**config.mk**
```make
export PLATFORM = sky130hd
export DESIGN_NAME = hist_arb
export DESIGN_NICKNAME = d
export VERILOG_FILES = /design/src/rtl/hist_pkg.sv /design/src/rtl/hist_bin_ram.sv /design/src/rtl/hist_arb.sv
export SDC_FILE = /design/constraint.sdc
export NUM_CORES = 2
export LEC_CHECK = 0
export ABC_AREA = 1
export CORE_UTILIZATION = 55
export DETAILED_ROUTE_END_ITERATION = 12
export PLACE_DENSITY = 0.83
export SLEW_MARGIN = 20
export SYNTH_ARGS = -nofsm -noshare
export SYNTH_HDL_FRONTEND = slang
export SYNTH_SLANG_ARGS = --single-unit
```
**constraint.sdc**
```tcl
create_clock -name clk -period 23.8 [get_ports clk]
set_clock_uncertainty 0.2 [all_clocks]
set_input_delay 4.76 -clock clk [delete_from_list [all_inputs] [get_ports clk]]
set_output_delay 4.76 -clock clk [all_outputs]
set_load 0.05 [all_outputs]
```
**src/rtl/hist_pkg.sv**
```systemverilog
// Shared constants, FSM state encoding and the saturating bin increment
// for the histogram arbiter.
package hist_pkg;

    localparam int BIN_W   = 8;
    localparam int CNT_W   = 11;
    localparam int NBINS   = 256;
    localparam int WIN_LEN = 1024;
    localparam int WIN_W   = $clog2(WIN_LEN);

    localparam logic [CNT_W-1:0] CNT_MAX  = CNT_W'(WIN_LEN);
    localparam logic [WIN_W-1:0] WIN_LAST = WIN_W'(WIN_LEN - 1);
    localparam logic [BIN_W-1:0] CLR_LAST = BIN_W'(NBINS - 1);

    typedef enum logic [2:0] {
        IDLE = 3'd0,
        RD   = 3'd1,
        WR   = 3'd2,
        HRD  = 3'd3,
        CLR  = 3'd4
    } state_t;

    // A bin never needs to hold more than one full window; stick at the top.
    function automatic logic [CNT_W-1:0] sat_inc(input logic [CNT_W-1:0] c);
        return (c >= CNT_MAX) ? c : c + 1'b1;
    endfunction

endpackage

```
**src/rtl/hist_bin_ram.sv**
```systemverilog
// Single-port bin memory: NBINS x CNT_W, one-cycle synchronous read,
// write-enable. Read data shows the old contents on a write cycle.
module hist_bin_ram
    import hist_pkg::*;
(
    input  logic             clk,
    input  logic [BIN_W-1:0] addr,
    input  logic             we,
    input  logic [CNT_W-1:0] wdata,
    output logic [CNT_W-1:0] rdata
);

    logic [CNT_W-1:0] mem [NBINS];

    // Write when enabled; always register the addressed word.
    always_ff @(posedge clk) begin
        if (we) begin
            mem[addr] <= wdata;
        end
        rdata <= mem[addr];
    end

endmodule

```
**src/rtl/hist_arb.sv**
```systemverilog
// Histogram arbiter: shares one bin RAM between sample read-modify-writes,
// host bin reads and a full clear sweep, tracking the running mode and a
// per-window mode snapshot.
// Handshake: a sample moves when in_valid && in_ready at a rising edge;
// in_ready never depends on in_valid. host_req is a level held until the
// one-cycle host_ack; host_count is valid only while host_ack is high.
// Build option: define HIST_AUTO_CLEAR_EN to start a clear sweep at each
// window end; otherwise the block stalls samples until clr_req.
module hist_arb
    import hist_pkg::*;
(
    input  logic             clk,
    input  logic             rst,
    input  logic             in_valid,
    input  logic [BIN_W-1:0] in_data,
    output logic             in_ready,
    input  logic             host_req,
    input  logic [BIN_W-1:0] host_bin,
    output logic             host_ack,
    output logic [CNT_W-1:0] host_count,
    input  logic             clr_req,
    output logic             clr_busy,
    output logic [BIN_W-1:0] mode_data,
    output logic [CNT_W-1:0] mode_count,
    output logic             win_done,
    output logic [BIN_W-1:0] win_mode_data,
    output logic [CNT_W-1:0] win_mode_count,
    output state_t           dbg_state
);

`ifdef HIST_AUTO_CLEAR_EN
    localparam bit AUTO_CLR = 1'b1;
`else
    localparam bit AUTO_CLR = 1'b0;
`endif

    state_t           state_q, state_d;
    logic [BIN_W-1:0] clr_addr_q, sample_q;
    logic [WIN_W-1:0] win_cnt_q;
    logic             pend_q, host_turn_q, full_q, host_ack_q, win_done_q;
    logic [BIN_W-1:0] mode_data_q, win_data_q;
    logic [CNT_W-1:0] mode_cnt_q, win_cnt_val_q;

    logic [BIN_W-1:0] ram_addr;
    logic             ram_we;
    logic [CNT_W-1:0] ram_wdata, ram_rdata, new_cnt;

    logic dec_pt, host_ok, host_first, win_end, clr_go, stall, mode_win;

    hist_bin_ram u_ram (
        .clk   (clk),
        .addr  (ram_addr),
        .we    (ram_we),
        .wdata (ram_wdata),
        .rdata (ram_rdata)
    );

    // Decision terms shared by next-state and in_ready. The ack cycle masks
    // host_req so a still-held request is not served twice.
    assign dec_pt     = (state_q == IDLE) || (state_q == WR);
    assign host_ok    = host_req && !host_ack_q;
    assign host_first = host_ok && host_turn_q;
    assign win_end    = (state_q == WR) && (win_cnt_q == WIN_LAST);
    assign clr_go     = pend_q || clr_req || (win_end && AUTO_CLR);
    assign stall      = full_q || (win_end && !AUTO_CLR);
    assign new_cnt    = sat_inc(ram_rdata);
    assign mode_win   = new_cnt > mode_cnt_q;

    // State register; reset lands in the clear sweep.
    always_ff @(posedge clk or posedge rst) begin
        if (rst) begin
            state_q <= CLR;
        end else begin
            state_q <= state_d;
        end
    end

    // Next state: clear > host (its turn) > sample > host.
    always_comb begin
        state_d = state_q;
        case (state_q)
            IDLE, WR: begin
                if (clr_go)                  state_d = CLR;
                else if (host_first)         state_d = HRD;
                else if (in_valid && !stall) state_d = RD;
                else if (host_ok)            state_d = HRD;
                else                         state_d = IDLE;
            end
            RD:      state_d = WR;
            HRD:     state_d = IDLE;
            CLR:     state_d = (clr_addr_q == CLR_LAST) ? IDLE : CLR;
            default: state_d = IDLE;
        endcase
    end

    // Outputs of the FSM: RAM port control and sample acceptance.
    always_comb begin
        ram_addr  = '0;
        ram_we    = 1'b0;
        ram_wdata = '0;
        case (state_q)
            RD:  ram_addr = sample_q;
            WR: begin
                ram_addr  = sample_q;
                ram_we    = 1'b1;
                ram_wdata = new_cnt;
            end
            HRD: ram_addr = host_bin;
            CLR: begin
                ram_addr = clr_addr_q;
                ram_we   = 1'b1;
            end
            default: ram_addr = '0;
        endcase
        in_ready = dec_pt && !clr_go && !host_first && !stall;
    end

    // Datapath: mode tracking, window accounting, host ack, clear bookkeeping.
    always_ff @(posedge clk or posedge rst) begin
        if (rst) begin
            clr_addr_q    <= '0;
            sample_q      <= '0;
            win_cnt_q     <= '0;
            pend_q        <= 1'b0;
            host_turn_q   <= 1'b0;
            full_q        <= 1'b0;
            host_ack_q    <= 1'b0;
            win_done_q    <= 1'b0;
            mode_data_q   <= '0;
            mode_cnt_q    <= '0;
            win_data_q    <= '0;
            win_cnt_val_q <= '0;
        end else begin
            host_ack_q <= (state_q == HRD);
            win_done_q <= 1'b0;
            if (in_valid && in_ready) begin
                sample_q <= in_data;
            end
            if (state_q == WR) begin
                host_turn_q <= 1'b1;
            end else if (state_q == HRD) begin
                host_turn_q <= 1'b0;
            end
            if (clr_req && state_q != CLR) begin
                pend_q <= 1'b1;
            end
            if (state_q == WR) begin
                if (mode_win) begin
                    mode_data_q <= sample_q;
                    mode_cnt_q  <= new_cnt;
                end
                if (win_end) begin
                    win_cnt_q     <= '0;
                    win_done_q    <= 1'b1;
                    win_data_q    <= mode_win ? sample_q : mode_data_q;
                    win_cnt_val_q <= mode_win ? new_cnt : mode_cnt_q;
                    if (AUTO_CLR) pend_q <= 1'b1;
                    else          full_q <= 1'b1;
                end else begin
                    win_cnt_q <= win_cnt_q + 1'b1;
                end
            end
            if (state_q == CLR) begin
                clr_addr_q <= clr_addr_q + 1'b1;
            end
            // Entering the sweep wipes the running statistics last so it
            // overrides any update from the final write.
            if (state_d == CLR && state_q != CLR) begin
                clr_addr_q  <= '0;
                win_cnt_q   <= '0;
                pend_q      <= 1'b0;
                full_q      <= 1'b0;
                mode_data_q <= '0;
                mode_cnt_q  <= '0;
            end
        end
    end

    assign host_ack       = host_ack_q;
    assign host_count     = host_ack_q ? ram_rdata : '0;
    assign clr_busy       = (state_q == CLR);
    assign mode_data      = mode_data_q;
    assign mode_count     = mode_cnt_q;
    assign win_done       = win_done_q;
    assign win_mode_data  = win_data_q;
    assign win_mode_count = win_cnt_val_q;
    assign dbg_state      = state_q;

endmodule

```
==> flow_metrics.py <==
metrics = {
    "status": {
        "run_status": "completed",
    },
    "synth": {
        "yosysWarningCount": 0,
        "post_synth_xor_area_fraction_pct": 0.0789,
        "synthArstFlopShare_pct": 2.48,
        "dominantRegCellSynth": "edfxtp_1",
        "synth_top_family_by_area": "simple AND/OR/NAND/NOR gates",
        "synth_sequential_area_ratio_pct": 70.9,
        "synthDistinctLibCells": 42,
        "synth-edff-count": 2816,
        "synth_compound_gate_area_share_pct": 0.890,
        "postSynthRegisterBits": 2899,
        "synth_mux_area_share_pct": 0,
        "cell_area_after_synthesis_um2": 122000,
        "synth_simple_gate_area_share_pct": 25.4,
        "syn-num-nets": 11996,
        "count_of_mapped_cells_out_of_synthesis": 11960,
        "syn_avg_cell_area_um2": 10.2,
        "yosys.area_share.adder_pct": 0.154,
    },
    "clocking": {
        "cts.reportedPaths.clkPinSlew_ps": 60,
        "post_cts_buffers": 0,
        "cts_hold_repair.buffers": 0,
        "clk-insertion-delay-late_ps": 940,
        "cts-resized-gates": 0,
        "cts_max_level": 5,
        "cts_root_buf": "clkbuf_16",
        "tritoncts_sink_count": 2899,
        "cts-root-to-sink-buffers": 4,
        "cts_tree": "done",
        "cts_buffers": 288,
    },
    "critical_path": {
        "critical_path_cell_count": 7,
        "cp_num_buf_inv": 4,
        "cp-end-kind": "primary output",
        "r2r_slack_ps": 17050,
        "critPathMaxFanout": 7,
        "max_stage_delay_ps": 730,
        "worst_r2r_startpoint": "dbg_state[0]",
        "cp-start-kind": "input pin",
        "worst_path_dominant_cell_family": "buffers and inverters",
        "timing.critical_path.cells": "clkdlybuf4s50_1 -> inv_1 -> nor2_1 -> inv_1 -> o21ai_0 -> nor2_1 -> clkdlybuf4s50_1",
        "timing.critical_path.arrival_ps": 6840,
        "criticalPathCategory": "input pin to primary output",
        "crit_required_ps": 18840,
        "cp_slowest_cell": "clkdlybuf4s50_1",
        "worstRegToRegCells": 22,
        "cp-startpoint": "host_req",
    },
    "floorplan": {
        "die-width_um": 473,
        "io-pin-count": 77,
        "fp-row-count": 172,
        "initial_utilization_pct": 55.5,
        "design.die.area_um2": 224000,
        "height_of_the_die_um": 473,
        "core_region_area_um2": 220000,
    },
    "placement": {
        "dp_worst_setup_slack_ps": 12080,
        "place_congestion": 0.909,
        "place.detailed.hpwl_mm": 177,
        "place.port_buffers": 76,
    },
    "min_path": {
        "whs_path_depth": 1,
        "hp-start": "win_mode_count[7]",
        "worstHoldPathType": "flip-flop to flip-flop",
    },
    "detailed_routing": {
        "detail_route.vias_per_cell": 5.82,
        "first_iter_violations": 13855,
        "drtPass1Iterations": 9,
        "wl_per_cell_um": 22.2,
        "drt-total-wl_mm": 333,
        "num_vias": 87377,
        "drt.antenna.violating_nets": 0,
        "drc_errors": 0,
    },
    "timing": {
        "max-slew-margin-rel_pct": 19.2,
        "tns_ps": 0,
        "rsz_0062_raised_after_global_routing": "no",
        "achievable-frequency_ghz": 0.0847,
        "final.period_utilization_pct": 49.6,
        "min_period_ps": 11800,
        "setup_viol": 0,
        "post-route-worst-setup-slack_ps": 12000,
        "final_hold_viol_count": 0,
        "worst-slew-pin-transition_ps": 1210,
        "timing_max_transition_violations_final": 0,
    },
    "global_routing": {
        "globalRoute.totalOverflow": 0,
        "antenna_violations_before_repair": 8,
        "groute.usage.overall_pct": 29.3,
        "grt_pass1_wl_mm": 494,
        "largest_net_degree_at_the_start_of_global_routing": 217,
        "grt_pass1_vias": 83022,
    },
    "layout": {
        "fin_nets": 11881,
        "most_used_cells_in_the_layout_excluding_fill_and_tap_cells": "7,061 x nand2_1, 2,816 x edfxtp_1, 516 x nor2_1, 372 x nand3_1, 293 x clkbuf_16",
        "area_growth_syn_to_fin_pct": 10.1,
        "num-fill-cells": 15767,
        "final_layout_size_suffix_gt1_share_pct": 5.45,
        "mostFrequentLayoutCell": "nand2_1",
    },
    "power": {
        "power_density_nw_per_um2": 126,
        "irDropWorstVdd_v": 0.000161,
        "p_leak_nw": 52.4,
    },
    "run": {
        "maxCapViolCount": 0,
    },
}
-- where the power goes --
group	internal [mW]	total (mW)	switching, mW
clock	2.50	4.35	1.86
combinational	1.81	6.90	5.09
sequential	5.65	5.72	0.0693
-- synth_stat cells (3+ instances only) --
| cell type | count | area (um^2) |
|---|---|---|
| nor2_4 | 3 | 33.8 |
| nand3_1 | 372 | 1860 |
| nand4_1 | 21 | 131 |
| nand2_2 | 3 | 18.8 |
| inv_2 | 6 | 22.5 |
| o21a_1 | 19 | 143 |
| dfrtp_1 | 71 | 1780 |
| nor2_1 | 609 | 2290 |
| nand2_1 | 7077 | 26600 |
| buf_4 | 11 | 82.6 |
| nor3_1 | 4 | 20.0 |
| ha_1 | 15 | 188 |
| edfxtp_1 | 2816 | 84600 |
| a21boi_0 | 3 | 22.5 |
| nor3b_1 | 3 | 22.5 |
| a21oi_1 | 34 | 170 |
| buf_1 | 60 | 225 |
| inv_1 | 99 | 372 |
| o21ai_0 | 110 | 551 |
| o21ai_1 | 5 | 25.0 |
| a31oi_1 | 14 | 87.6 |
| nor2_2 | 3 | 18.8 |
| buf_2 | 258 | 1290 |
| dfxtp_1 | 11 | 220 |
| clkbuf_1 | 298 | 1120 |
| nor3_2 | 3 | 30.0 |
| xor2_1 | 9 | 78.8 |
-- layout make-up --
type	count	area, um^2	share of cell area [%]
repair buffers	224	2160	1.61
diodes	10	25.0	0.0186
clock inverters	133	1210	0.900
clock buffers	346	7550	5.62
well taps	2958	3700	2.75
multi-input cells	8326	32800	24.4
flip-flops and latches	2899	86600	64.4
inverters	106	410	0.305
-- state kept, by name, summed over array words and instances, names as in the netlist --
register	cells
pend_q	1
dbg_state	3
win_cnt_q	10
sample_q	8
mode_count	11
u_ram.mem	2816
mode_data	8
win_mode_count	11
clr_addr_q	8
u_ram.rdata	11
win_done	1
host_ack	1
win_mode_data	8
host_turn_q	1
full_q	1
-- worst paths after layout --
path                                     end
min reg2reg                win_mode_count[7]
max reg2reg                   u_ram.rdata[5]
max in group asynchronous      mode_count[2]
min                        win_mode_count[7]
max                                 in_ready
min in group asynchronous   win_mode_data[1]
-- metal layers --
layer | global-route usage [%] | part of all wire [%] | up-vias
li1 | - | - | 38793
met1 | 37.1 | 34 | 40603
met2 | 45.8 | 46 | 6836
met3 | 7.18 | 14 | 1137
met4 | 17.5 | 5.8 | 8
met5 | 0 | 0.015 | -
-- logic make-up (layout without fill, tap and decap cells) --
logic type / after synthesis / in the layout
other: 0 / 10
buffers and inverters: 735 / 809
AND/OR/NAND/NOR: 8104 / 8104
flip-flops: 2899 / 2899
adder cells (fa/ha/maj): 15 / 15
XOR/XNOR: 11 / 11
AO/OA/AOI/OAI: 196 / 196
-- through the flow --
step	hold slack, ps	total power [mW]	cell area (um^2)	instances	utilization [%]
2_1_floorplan	258	10.3	122000	11960	-
5_1_grt	306	17.8	134000	14993	61.1
6_report	288	17.0	134000	15002	61.1
3_3_place_gp	267	12.2	125000	14508	56.9
4_1_cts	291	16.7	134000	14988	61.0
3_5_place_dp	276	12.4	125000	14509	57.0
No activity file was read; power rests on OpenSTA's default activity.
